$ cat config.mk
export PLATFORM = sky130hd
export DESIGN_NAME = regfile_wb_arbiter
export DESIGN_NICKNAME = d
export VERILOG_FILES = /design/src/rtl/regfile_wb_arbiter.sv
export SDC_FILE = /design/constraint.sdc
export NUM_CORES = 1
export LEC_CHECK = 0
export ABC_AREA = 0
export ABC_CLOCK_PERIOD_IN_PS = 1500
export CAP_MARGIN = 15
export CORE_MARGIN = 3
export CORE_UTILIZATION = 35
export CTS_CLUSTER_DIAMETER = 80
export DETAILED_ROUTE_END_ITERATION = 10
export PLACE_DENSITY_LB_ADDON = 0.05
export SYNTH_ARGS = -nofsm -noshare
export SYNTH_HDL_FRONTEND = slang
export SYNTH_SLANG_ARGS = --single-unit
$ cat constraint.sdc
create_clock -name clk -period 1.5 [get_ports clk]
set_input_delay 0.3 -clock clk [delete_from_list [all_inputs] [get_ports clk]]
set_output_delay 0.3 -clock clk [all_outputs]
set_load 0.02 [all_outputs]
$ cat src/rtl/regfile_wb_arbiter.sv
// Round-robin write-back arbiter for the register file's single write port.
// Stages the winning write and exposes hazard/forwarding info from that stage.
module regfile_wb_arbiter #(
    parameter int AW = 5,
    parameter int DW = 32
) (
    input  logic          clk,
    input  logic          rst_n,
    input  logic          freeze,
    input  logic          req0_valid,
    input  logic [AW-1:0] req0_addr,
    input  logic [DW-1:0] req0_data,
    output logic          req0_ready,
    input  logic          req1_valid,
    input  logic [AW-1:0] req1_addr,
    input  logic [DW-1:0] req1_data,
    output logic          req1_ready,
    output logic          rf_we,
    output logic [AW-1:0] rf_wa,
    output logic [DW-1:0] rf_wd,
    input  logic [AW-1:0] rd_addr1,
    input  logic [AW-1:0] rd_addr2,
    output logic          hazard1,
    output logic          hazard2,
    output logic [DW-1:0] fwd_data
);

    logic          r_prio;
    logic          r_we;
    logic [AW-1:0] r_wa;
    logic [DW-1:0] r_wd;

    logic          w_grant0;
    logic          w_grant1;
    logic          w_xfer;
    logic [AW-1:0] w_sel_addr;
    logic [DW-1:0] w_sel_data;

    // A lone requester always wins; r_prio only breaks ties.
    assign w_grant0   = !freeze && req0_valid && (!req1_valid || !r_prio);
    assign w_grant1   = !freeze && req1_valid && (!req0_valid ||  r_prio);
    assign w_xfer     = w_grant0 || w_grant1;
    assign w_sel_addr = w_grant1 ? req1_addr : req0_addr;
    assign w_sel_data = w_grant1 ? req1_data : req0_data;

    assign req0_ready = w_grant0;
    assign req1_ready = w_grant1;

    always_ff @(posedge clk or negedge rst_n) begin
        if (!rst_n) begin
            r_prio <= 1'b0;
            r_we   <= 1'b0;
            r_wa   <= '0;
            r_wd   <= '0;
        end else if (w_xfer) begin
            r_prio <= w_grant0;
            r_we   <= (w_sel_addr != '0);
            r_wa   <= w_sel_addr;
            r_wd   <= w_sel_data;
        end else begin
            r_we   <= 1'b0;
        end
    end

    assign rf_we    = r_we;
    assign rf_wa    = r_wa;
    assign rf_wd    = r_wd;
    assign fwd_data = r_wd;

    // Register 0 never carries a hazard since it is hardwired to zero.
    assign hazard1 = r_we && (r_wa == rd_addr1) && (rd_addr1 != '0);
    assign hazard2 = r_we && (r_wa == rd_addr2) && (rd_addr2 != '0);

endmodule

# Word level (Yosys, flattened, before mapping)
# Cells that the tools add are included.
# Widths: inputs -> output; s select.
[word_totals] input_bits=89 ff_bits=39 word_cells=27 out_inout_bits=74
[op_classes] n_eq_ne=2 reduce_logical=18 muxes=3
[op_table] operator="$mux 32" count=1
[op_table] operator="$reduce_bool 5->1" count=3
[op_table] operator="$eq 5x5->1" count=2
[op_table] operator="$logic_and 1x1->1" count=8
[op_table] operator="$mux 5" count=1
[op_table] operator="$logic_not 1->1" count=4
[op_table] operator="$logic_or 1x1->1" count=3
[op_table] operator="$mux 1" count=1

# Depth between registers and ports, before layout
# Gate-level depths: netlist of run 1.
[depth] depth_word=6 mapped_depth=5 mapped_depth_nobuf=3

# Least setup slack after synthesis of run 1
# No wires, ideal clock.
[synth_path] path_type="reg2out" startpoint="reg r_wa[4] (netlist: rf_wa[4])" endpoint="out hazard2" path_buffers=0 required_time_ns=1.200 path_slack_ns=0.005 arrival_time_ns=1.195 path_stages_with_launch=4 cell_sequence="dfrtp_1 or2_2 o21ai_0 and4_1"
[synth_via] elab_chain_len=3
[synth_rtl] element="from (decl)" line_no="30" rtl="logic [AW-1:0] r_wa;"
[synth_rtl] element="from (signal assigned)" line_no="58" rtl="r_wa <= w_sel_addr;"
[synth_rtl] element="$eq 5x5->1" line_no="72" rtl="assign hazard2 = r_we && (r_wa == rd_addr2) && (rd_addr2 != '0);"
[synth_rtl] element="$logic_and 1x1->1 (2 in a row)" line_no="72"
[synth_rtl] element="to (decl)" line_no="24" rtl="output logic hazard2,"
# No other way between the ends.

# Final worst setup path of run 1
[layout_path] startpoint="reg r_wa[2] (netlist: rf_wa[2])" endpoint="out hazard2"
# Same word-level chain as after synthesis.

==> results_dict.tcl, run 1 <==
set metrics [dict create \
    cts_max_path_buffers 2 \
    routed_wirelength_um 7500 \
    synth_top_family_by_area "compound AO/OA/AOI/OAI gates" \
    dp.cells 480 \
    hold_viol 0 \
    dieArea_um2 7700 \
    cap_violations 0 \
    die_w_um 87.8 \
    dr.first_iter.drc_count 74 \
    post-route-period-util_pct 115 \
    cp_max_fo 5 \
    synthesis.nets 368 \
    placed_area_um2 3880 \
    pin_count 163 \
    clk_latency_ns 0.29 \
    ys_async_sr_fraction_pct 100 \
    rsz0062_at_grt "true" \
    r2r_slack_ns 0.08 \
    layout_setup_ws_ns -0.222 \
    fmaxAchievable_ghz 0.581 \
    vias 2482 \
    place.gp.congestion 0.778 \
    drive_gt1_share_pct 11.4 \
    core_um2 6420 \
    violations "setup timing" \
    min_period_ns 1.72 \
    synthToLayoutAreaGrowth_pct 69.7 \
    grt_pass1_vias 2365 \
    start_util_pct 36.4 \
    synth_top_area_share_pct 41.7 \
    syn_inst 279 \
    crit_required_ns 1.20 \
    start_kind "flip-flop" \
    post_drt_wl_per_cell_um 15.3 \
    crit_type "flip-flop to primary output" \
    clk_pin_slew_ns 0.08 \
    overflow 0 \
    status "complete, but fails checks" \
    worstPathArrival_ns 1.42 \
    synth_common_cells "dfrtp_1, nor2_1, buf_4" \
    grt_max_degree 42 \
    h-tree-depth 2 \
    synth_seq_area_share_pct 41.7 \
    synthFlopType "dfrtp_1" \
    routed_via_density 5.07 \
    yosys_warnings 0 \
    worstSetupEndpointType "primary output" \
    layout.nets 501 \
    io_buffers 162 \
    setup_violations 2 \
    slew_headroom_pct 71.1 \
    fillCellCount 619 \
    grt_usage_pct 18.8 \
    root_buffer "clkbuf_8" \
    antenna_found_initial 0 \
    ys_ff_latch 39 \
    yosysTopAreaCell "dfrtp_1" \
    yosys.area_share.simple_pct 19.1 \
    synth_edf_count 0 \
    power.density_nw_per_um2 942 \
    pre_cts_ws_ns -0.719 \
    cts_tree "yes" \
    final_antenna_net_count 0 \
    regArea_um2 978 \
    synthAdderAreaFrac_pct 0 \
    avgSynthCellArea_um2 8.39 \
    cts-buffers-inserted 5 \
    synth.mux.area_fraction_pct 0 \
    synthDistinctLibCells 24 \
    dr.pass1.iters 4 \
    diodes 0 \
    synthXorXnorAreaFrac_pct 2.99 \
    syn_area_um2 2340 \
    tightest_slew_ns 0.434 \
    grt_pass1_wl_um 11400 \
    peakVddDrop_mv 0.498 \
    drc 0 \
    die-height_um 87.8 \
    slew_viol_final 0 \
    multiInputGateArea_um2 1020 \
    final_cells 490 \
    hpwl_um 5460 \
    cts_sinks 39 \
    p_leak_nw 1.62 \
    num_rows 29 \
    fin_skew_ns 0.00552 \
    stdcell_area_um2 3970 \
    synthTopCellsByArea "dfrtp_1, buf_4, a31oi_1, nand3_1, nor2_1" \
    synth_compound_area_share_pct 19.7 \
    min_path_type "input port to async pin" \
]
## final timing paths
path | startpoint | endpoint | depth (start not counted)
min | rst_n | fwd_data[7] | 2
max reg2reg | r_prio | rf_we | 4
max | rf_wa[2] | hazard2 | 4
min in group clk | req0_valid | r_prio | 3
max in group asynchronous | rst_n | rf_wa[0] | 3
min reg2reg | fwd_data[0] | fwd_data[0] | 2
## kinds of logic after synthesis
group           Yosys count
flops                    39
buf+inv                  56
compound gates           81
xor+xnor                  8
simple gates             95
## placed cells by master, fill, tap and decap left out
cell and n:
a21oi_2 1, a31oi_1 37, and2b_2 1, and4_1 2
buf_12 6, buf_2 2, buf_4 13, buf_6 3
buf_8 1, bufinv_16 1, clkbuf_8 6, clkdlybuf4s50_1 80
clkinv_2 1, dfrtp_1 37, dfrtp_2 2, dlygate4sd2_1 75
dlygate4sd3_1 1, dlymetal6s2s_1 1, nand2_1 3, nand2b_1 1
nand2b_4 2, nand3_1 37, nand4_1 1, nor2_1 38
nor2_2 1, nor2b_2 1, nor3_1 3, nor3_2 1
nor4_2 2, o21ai_0 27, o21ai_1 14, o21ba_2 1
o311a_1 1, or2_2 1, or2_4 1, xnor2_1 2
xor2_1 6
## per-layer routing
metal	GRT usage (%)	vias to the layer above	routed length (um)
met2	34.7	88	3850
met5	0	-	0
met4	5.02	0	78
met3	3.67	6	423
li1	-	1230	-
met1	22.1	1158	3150
## state kept, by name (all words and copies together) (netlist names)
signal / flops
rf_we: 1
r_prio: 1
fwd_data: 32
rf_wa: 5
## per-stage QoR
stage / power [mW] / TNS [ns] / hold slack (ns) / utilization, %
finish: 3.74 / -0.409 / 0.473 / 61.8
global route: 3.94 / -0.545 / 0.509 / 61.8
CTS: 3.77 / -0.541 / 0.466 / 61.3
detailed placement: 3.04 / -11.71 / 0.266 / 60.4
global placement: 3.02 / -11.35 / 0.264 / 60.4
floorplan: 2.25 / 0 / 0.00441 / -
## power breakdown
part           leakage, nW  internal (mW)  switching (mW)  total, mW
logic                 1.13          0.693           0.804       1.50
registers            0.435           1.20           0.121       1.32
clock network       0.0612          0.539           0.383      0.922
## worst max-delay path, cell delays in order, from the launching register on
cell	delay (ns)
dfrtp_2	0.45
xor2_1	0.16
nor3_2	0.19
and4_1	0.22
buf_6	0.12
## repair_timing
item	4_1_cts	5_1_grt
gates resized for setup	108	10
hold buffers	1	0
gates cloned	0	0
setup buffers	1	0
pin swaps	9	9
endpoints found under the setup margin	76	5
hold endpoints to repair	16	0
## area by class of cell
type,count,share of cell area (%)
Timing Repair Buffer,182,44.2
Multi-Input combinational cell,184,25.7
Sequential cell,39,24.6
Tap cell,77,2.43
Clock buffer,6,2.08
Clock inverter,2,0.882
Power figures use the tool's default switching activity.
==> inputs of run 2 (changes only) <==
--- a/config.mk
+++ b/config.mk
@@ -12,4 +12,5 @@
 export CORE_UTILIZATION = 35
 export CTS_CLUSTER_DIAMETER = 80
+export CTS_CLUSTER_SIZE = 20
 export DETAILED_ROUTE_END_ITERATION = 10
 export PLACE_DENSITY_LB_ADDON = 0.05
==> constraint.sdc (replaced) <==
create_clock -name clk -period 1.5 [get_ports clk]
set_input_delay 0.3 -clock clk [delete_from_list [all_inputs] [get_ports clk]]
set_output_delay 0.3 -clock clk [all_outputs]
set_load 0.1 [all_outputs]
==> run 2 against run 1 <==
The flow still finishes with violations (setup timing). Highest routed layer unchanged. Final cell count is 2.2% higher. Non-clock buffer count is 11 higher. Fmax down 8.2%. Core utilization grew 16 points. Total power rose by 79%.
==> results_dict.tcl, run 2 (synthesized netlist as in run 1, its figures left out) <==
set metrics [dict create \
    final_cell_mix "clkdlybuf4s50_1, buf_12, nor2_1, nand3_1, a31oi_1" \
    die-height_um 87.8 \
    drc 0 \
    pre_cts_ws_ns -0.394 \
    r2r_cells 5 \
    hpwl_um 6590 \
    place.gp.congestion 0.733 \
    setup_violations 3 \
    clk_latency_ns 0.30 \
    cts_sinks 39 \
    fmaxAchievable_ghz 0.533 \
    min_path_type "input port to async pin" \
    largest_reg_flops 32 \
    grt_pass1_wl_um 13700 \
    grt_max_degree 40 \
    crit_type "flip-flop to primary output" \
    start_util_pct 36.4 \
    cts_tree "yes" \
    io_buffers 162 \
    routed_via_density 5.20 \
    final_antenna_net_count 0 \
    final_cells 501 \
    worstSetupEndpointType "primary output" \
    rsz0062_at_grt "true" \
    p_leak_nw 2.00 \
    regArea_um2 1030 \
    fin_util_pct 77.8 \
    dr.first_iter.drc_count 120 \
    crit_required_ns 1.20 \
    die_w_um 87.8 \
    root_buffer "clkbuf_8" \
    layout_commonest_cell "clkdlybuf4s50_1" \
    h-tree-depth 2 \
    worstPathArrival_ns 1.58 \
    diodes 0 \
    slew_viol_final 0 \
    routed_wirelength_um 8660 \
    layout_setup_ws_ns -0.376 \
    cts-buffers-inserted 5 \
    power.density_nw_per_um2 1340 \
    post_drt_wl_per_cell_um 17.3 \
    peakVddDrop_mv 0.905 \
    grt_usage_pct 22.6 \
    clk_pin_slew_ns 0.09 \
    dp.cells 490 \
    grt_pass1_vias 2659 \
    dr.pass1.iters 4 \
    start_kind "flip-flop" \
    tightest_slew_ns 0.438 \
    num_rows 29 \
    min_period_ns 1.88 \
    dieArea_um2 7700 \
    violations "setup timing" \
    cap_violations 0 \
    fin_skew_ns 0.0104 \
    antenna_found_initial 0 \
    overflow 0 \
    drive_gt1_share_pct 39.6 \
    slew_headroom_pct 70.8 \
    status "complete, but fails checks" \
    setup-tns-final_ns -0.796 \
    synthToLayoutAreaGrowth_pct 113 \
    fillCellCount 410 \
    cts_max_path_buffers 2 \
    hold_viol 0 \
    core_um2 6420 \
    cp_max_fo 5 \
    multiInputGateArea_um2 1070 \
    vias 2603 \
    pin_count 163 \
    layout.nets 512 \
    post-route-period-util_pct 125 \
]
-- run 2: cell type report --
type	count	share of cell area, %
timing repair buffer	193	53.3
multi-input combinational	184	21.3
sequential	39	20.7
tap	77	1.93
clock buffer	5	1.38
clock inverter	3	1.35
-- run 2: metal layers --
layer  global-route usage, %  wire, um
met4                    5.86       124
met1                    28.1      3480
met5                       0         0
met3                    5.27       566
met2                    39.5      4490
-- run 2: final timing paths --
kind | from | slack, ns | end
hold / removal | rst_n | 0.47 | fwd_data[25]
min in group clk | req1_data[18] | 0.56 | fwd_data[18]
setup reg to reg | r_prio | 0.13 | fwd_data[4]
max in group asynchronous | rst_n | 0.52 | rf_wa[2]
setup / recovery | rf_wa[2] | -0.38 | hazard2
hold reg to reg | fwd_data[25] | 0.64 | fwd_data[25]
-- run 2: where the power goes --
group,total [mW],internal [mW],switching (mW),leakage [nW]
clock network,1.07,0.664,0.406,0.0644
registers,1.52,1.23,0.287,0.403
logic,4.09,1.53,2.56,1.53
total,6.68,3.43,3.25,2.00
-- run 2: timing repair --
| item | CTS | global route |
|---|---|---|
| pin swaps | 5 | 2 |
| setup endpoints to repair | 5 | 4 |
| hold endpoints to repair | 16 | 0 |
| buffers inserted | 1 | 2 |
| hold buffers | 1 | 0 |
| resized for setup | 9 | 8 |
-- run 2: metrics by stage --
stage | instance area, um^2 | power, mW | hold WS (ns)
2_1_floorplan | 2420 | 3.98 | 0.00441
3_3_place_gp | 4780 | 5.55 | 0.266
3_5_place_dp | 4780 | 5.59 | 0.266
4_1_cts | 4950 | 6.68 | 0.480
5_1_grt | 4990 | 6.88 | 0.519
6_report | 4990 | 6.68 | 0.471
-- run 2: worst max-delay path, cell delays in order (launching register included) --
cell and delay, ns:
dfrtp_4 0.52, xor2_1 0.19, nor3_2 0.14, and4_4 0.25, buf_12 0.17
==> inputs of run 3 (changes only) <==
--- a/config.mk
+++ b/config.mk
@@ -14,5 +14,7 @@
 export CTS_CLUSTER_SIZE = 20
 export DETAILED_ROUTE_END_ITERATION = 10
+export GPL_TIMING_DRIVEN = 0
 export PLACE_DENSITY_LB_ADDON = 0.05
+export SLEW_MARGIN = 20
 export SYNTH_ARGS = -nofsm -noshare
 export SYNTH_HDL_FRONTEND = slang
==> constraint.sdc (replaced) <==
create_clock -name clk -period 1.5 [get_ports clk]
set_input_delay 0.3 -clock clk [delete_from_list [all_inputs] [get_ports clk]]
set_output_delay 0.3 -clock clk [all_outputs]
set_load 0.05 [all_outputs]
==> run 3 against run 2 <==
The flow still finishes with violations (setup timing). Hold slack worse by 0.057 ns. Final cell count up 6.8%. Count of clock-buffer cells in the layout up 2. First-iteration DRC count up 23%. Critical path depth unchanged. Design area down 16%. Sequential share of layout area up 2.7 points.
==> results_dict.tcl, run 3 (synthesized netlist as in run 1, its figures left out) <==
set metrics [dict create \
    slowest_stage "dfrtp_2" \
    grt_usage_pct 21.7 \
    fillCellCount 586 \
    post_drt_wl_per_cell_um 15.7 \
    synthToLayoutAreaGrowth_pct 80.0 \
    internal_power_mw 2.46 \
    rsz0062_at_grt "true" \
    final_cells 535 \
    violations "setup timing" \
    regArea_um2 982 \
    layout_setup_ws_ns -0.294 \
    root_buffer "clkbuf_8" \
    dr.first_iter.drc_count 148 \
    worstPathArrival_ns 1.49 \
    routed_wirelength_um 8420 \
    layout_commonest_cell "clkdlybuf4s50_1" \
    final_antenna_net_count 0 \
    peakVddDrop_mv 0.564 \
    final_cell_mix "clkdlybuf4s50_1, buf_4, nor2_1, clkdlybuf4s15_2" \
    power.switching_mw 2.01 \
    slowest_delay_ns 0.44 \
    grtUsageMet2_pct 36.6 \
    cts_max_path_buffers 2 \
    cts_sinks 39 \
    r2r_start "r_prio" \
    h-tree-depth 2 \
    post-route-period-util_pct 120 \
    overflow 0 \
    power.density_nw_per_um2 1060 \
    grt_pass1_vias 2589 \
    pin_count 163 \
    slew_headroom_pct 65.5 \
    combPwrFrac_pct 53.1 \
    slew_viol_final 0 \
    hold_slack_ns 0.414 \
    worstSetupEndpointType "primary output" \
    min_period_ns 1.79 \
    cp_max_fo 4 \
    layout.nets 546 \
    diodes 0 \
    grt_pass1_wl_um 13100 \
    min_path_type "input port to async pin" \
    core_um2 6420 \
    die-height_um 87.8 \
    cts-buffers-inserted 5 \
    fmaxAchievable_ghz 0.557 \
    fin_skew_ns 0.00619 \
    seqPwrFrac_pct 30.2 \
    crit_type "flip-flop to primary output" \
    drive_gt1_share_pct 34.7 \
    top_usage_layer "met2" \
    start_kind "flip-flop" \
    r2r_cells 4 \
    start_util_pct 36.4 \
    hpwl_um 6320 \
    grt_max_degree 29 \
    tightest_slew_ns 0.517 \
    dieArea_um2 7700 \
    die_w_um 87.8 \
    use_met1_pct 28.6 \
    largest_reg_flops 32 \
    vias 2689 \
    worstPathCellList "xor2_1 -> nor3_2 -> and4_4 -> buf_8" \
    routed_via_density 5.03 \
    crit_required_ns 1.20 \
    antenna_found_initial 0 \
    clk_latency_ns 0.29 \
    hold_viol 0 \
    dr.pass1.iters 4 \
    multiInputGateArea_um2 1040 \
    met3_usage_pct 4.70 \
    io_buffers 162 \
    crit_path_start "rf_wa[0]" \
    cts_tree "yes" \
    status "complete, but fails checks" \
    setup_violations 2 \
    fin_util_pct 65.6 \
    cap_violations 0 \
    place.gp.congestion 0.794 \
    p_leak_nw 1.77 \
    dp.cells 519 \
    drc 0 \
    clkPwrFrac_pct 16.7 \
    num_rows 29 \
    clk_pin_slew_ns 0.08 \
    p_sw_share_pct 45.0 \
]
run 3: cell count changes in the layout (fill, tap and decap cells not counted), moves of 5 or more:
cell / previous run / this run
buf_12: 80 / 1
clkbuf_2: 0 / 19
clkbuf_1: 0 / 5
buf_2: 1 / 20
clkdlybuf4s50_1: 84 / 79
dfrtp_1: 0 / 34
buf_4: 24 / 46
clkdlybuf4s15_2: 0 / 38
dfrtp_2: 36 / 5
run 3: worst paths after layout:
path / to / slack [ns]
max in group asynchronous: r_prio / 0.61
worst min register to register: fwd_data[7] / 0.58
min in group clk: r_prio / 0.51
worst min-delay path: fwd_data[25] / 0.41
worst max register to register: fwd_data[18] / 0.09
worst max-delay path: hazard2 / -0.29
run 3: power by group through the flow:
stage               clock network, mW  registers, mW  logic (mW)
floorplan                           0           1.85        1.04
global placement                    0           1.37        2.43
detailed placement                  0           1.37        2.45
CTS                             0.763           1.35        2.41
global route                    0.807           1.37        2.50
finish                          0.747           1.35        2.37
run 3: metal layers:
metal | wire length [um] | part of all wire [%] | up-vias
met3 | 626 | 7.4 | 4
li1 | - | - | 1317
met1 | 3430 | 41 | 1270
met5 | 0 | 0 | -
met4 | 72 | 0.86 | 0
met2 | 4280 | 51 | 98
run 3: layout make-up:
type | instances | share of cell area, %
multi-input combinational | 184 | 24.6
clock inverter | 1 | 0.119
buffer | 56 | 9.69
tap | 77 | 2.29
timing repair buffer | 171 | 37.9
sequential | 39 | 23.3
clock buffer | 7 | 2.05
run 3: worst max-delay path, delay by kind of cell, from the launching register on:
family	cells	cell delay, ns
XOR/XNOR	1	0.17
buffers and inverters	1	0.14
flip-flops	1	0.44
AND/OR/NAND/NOR	2	0.46
run 3: what timing repair did:
item / in CTS / in global routing
setup buffers: 5 / 2
hold buffers: 1 / 0
pin swaps: 8 / 4
setup endpoints to repair: 81 / 34
endpoints found under the hold margin: 11 / 0
resized for setup: 238 / 50
run 3: per-stage QoR:
step	power (mW)	area [um^2]	setup WS [ns]	setup TNS, ns
detailed placement	3.83	4090	-0.975	-16.22
global route	4.68	4210	-0.361	-0.654
finish	4.47	4210	-0.294	-0.536
floorplan	2.89	2360	-0.100	-0.182
global placement	3.79	4070	-1.09	-52.07
CTS	4.52	4320	-0.287	-0.552
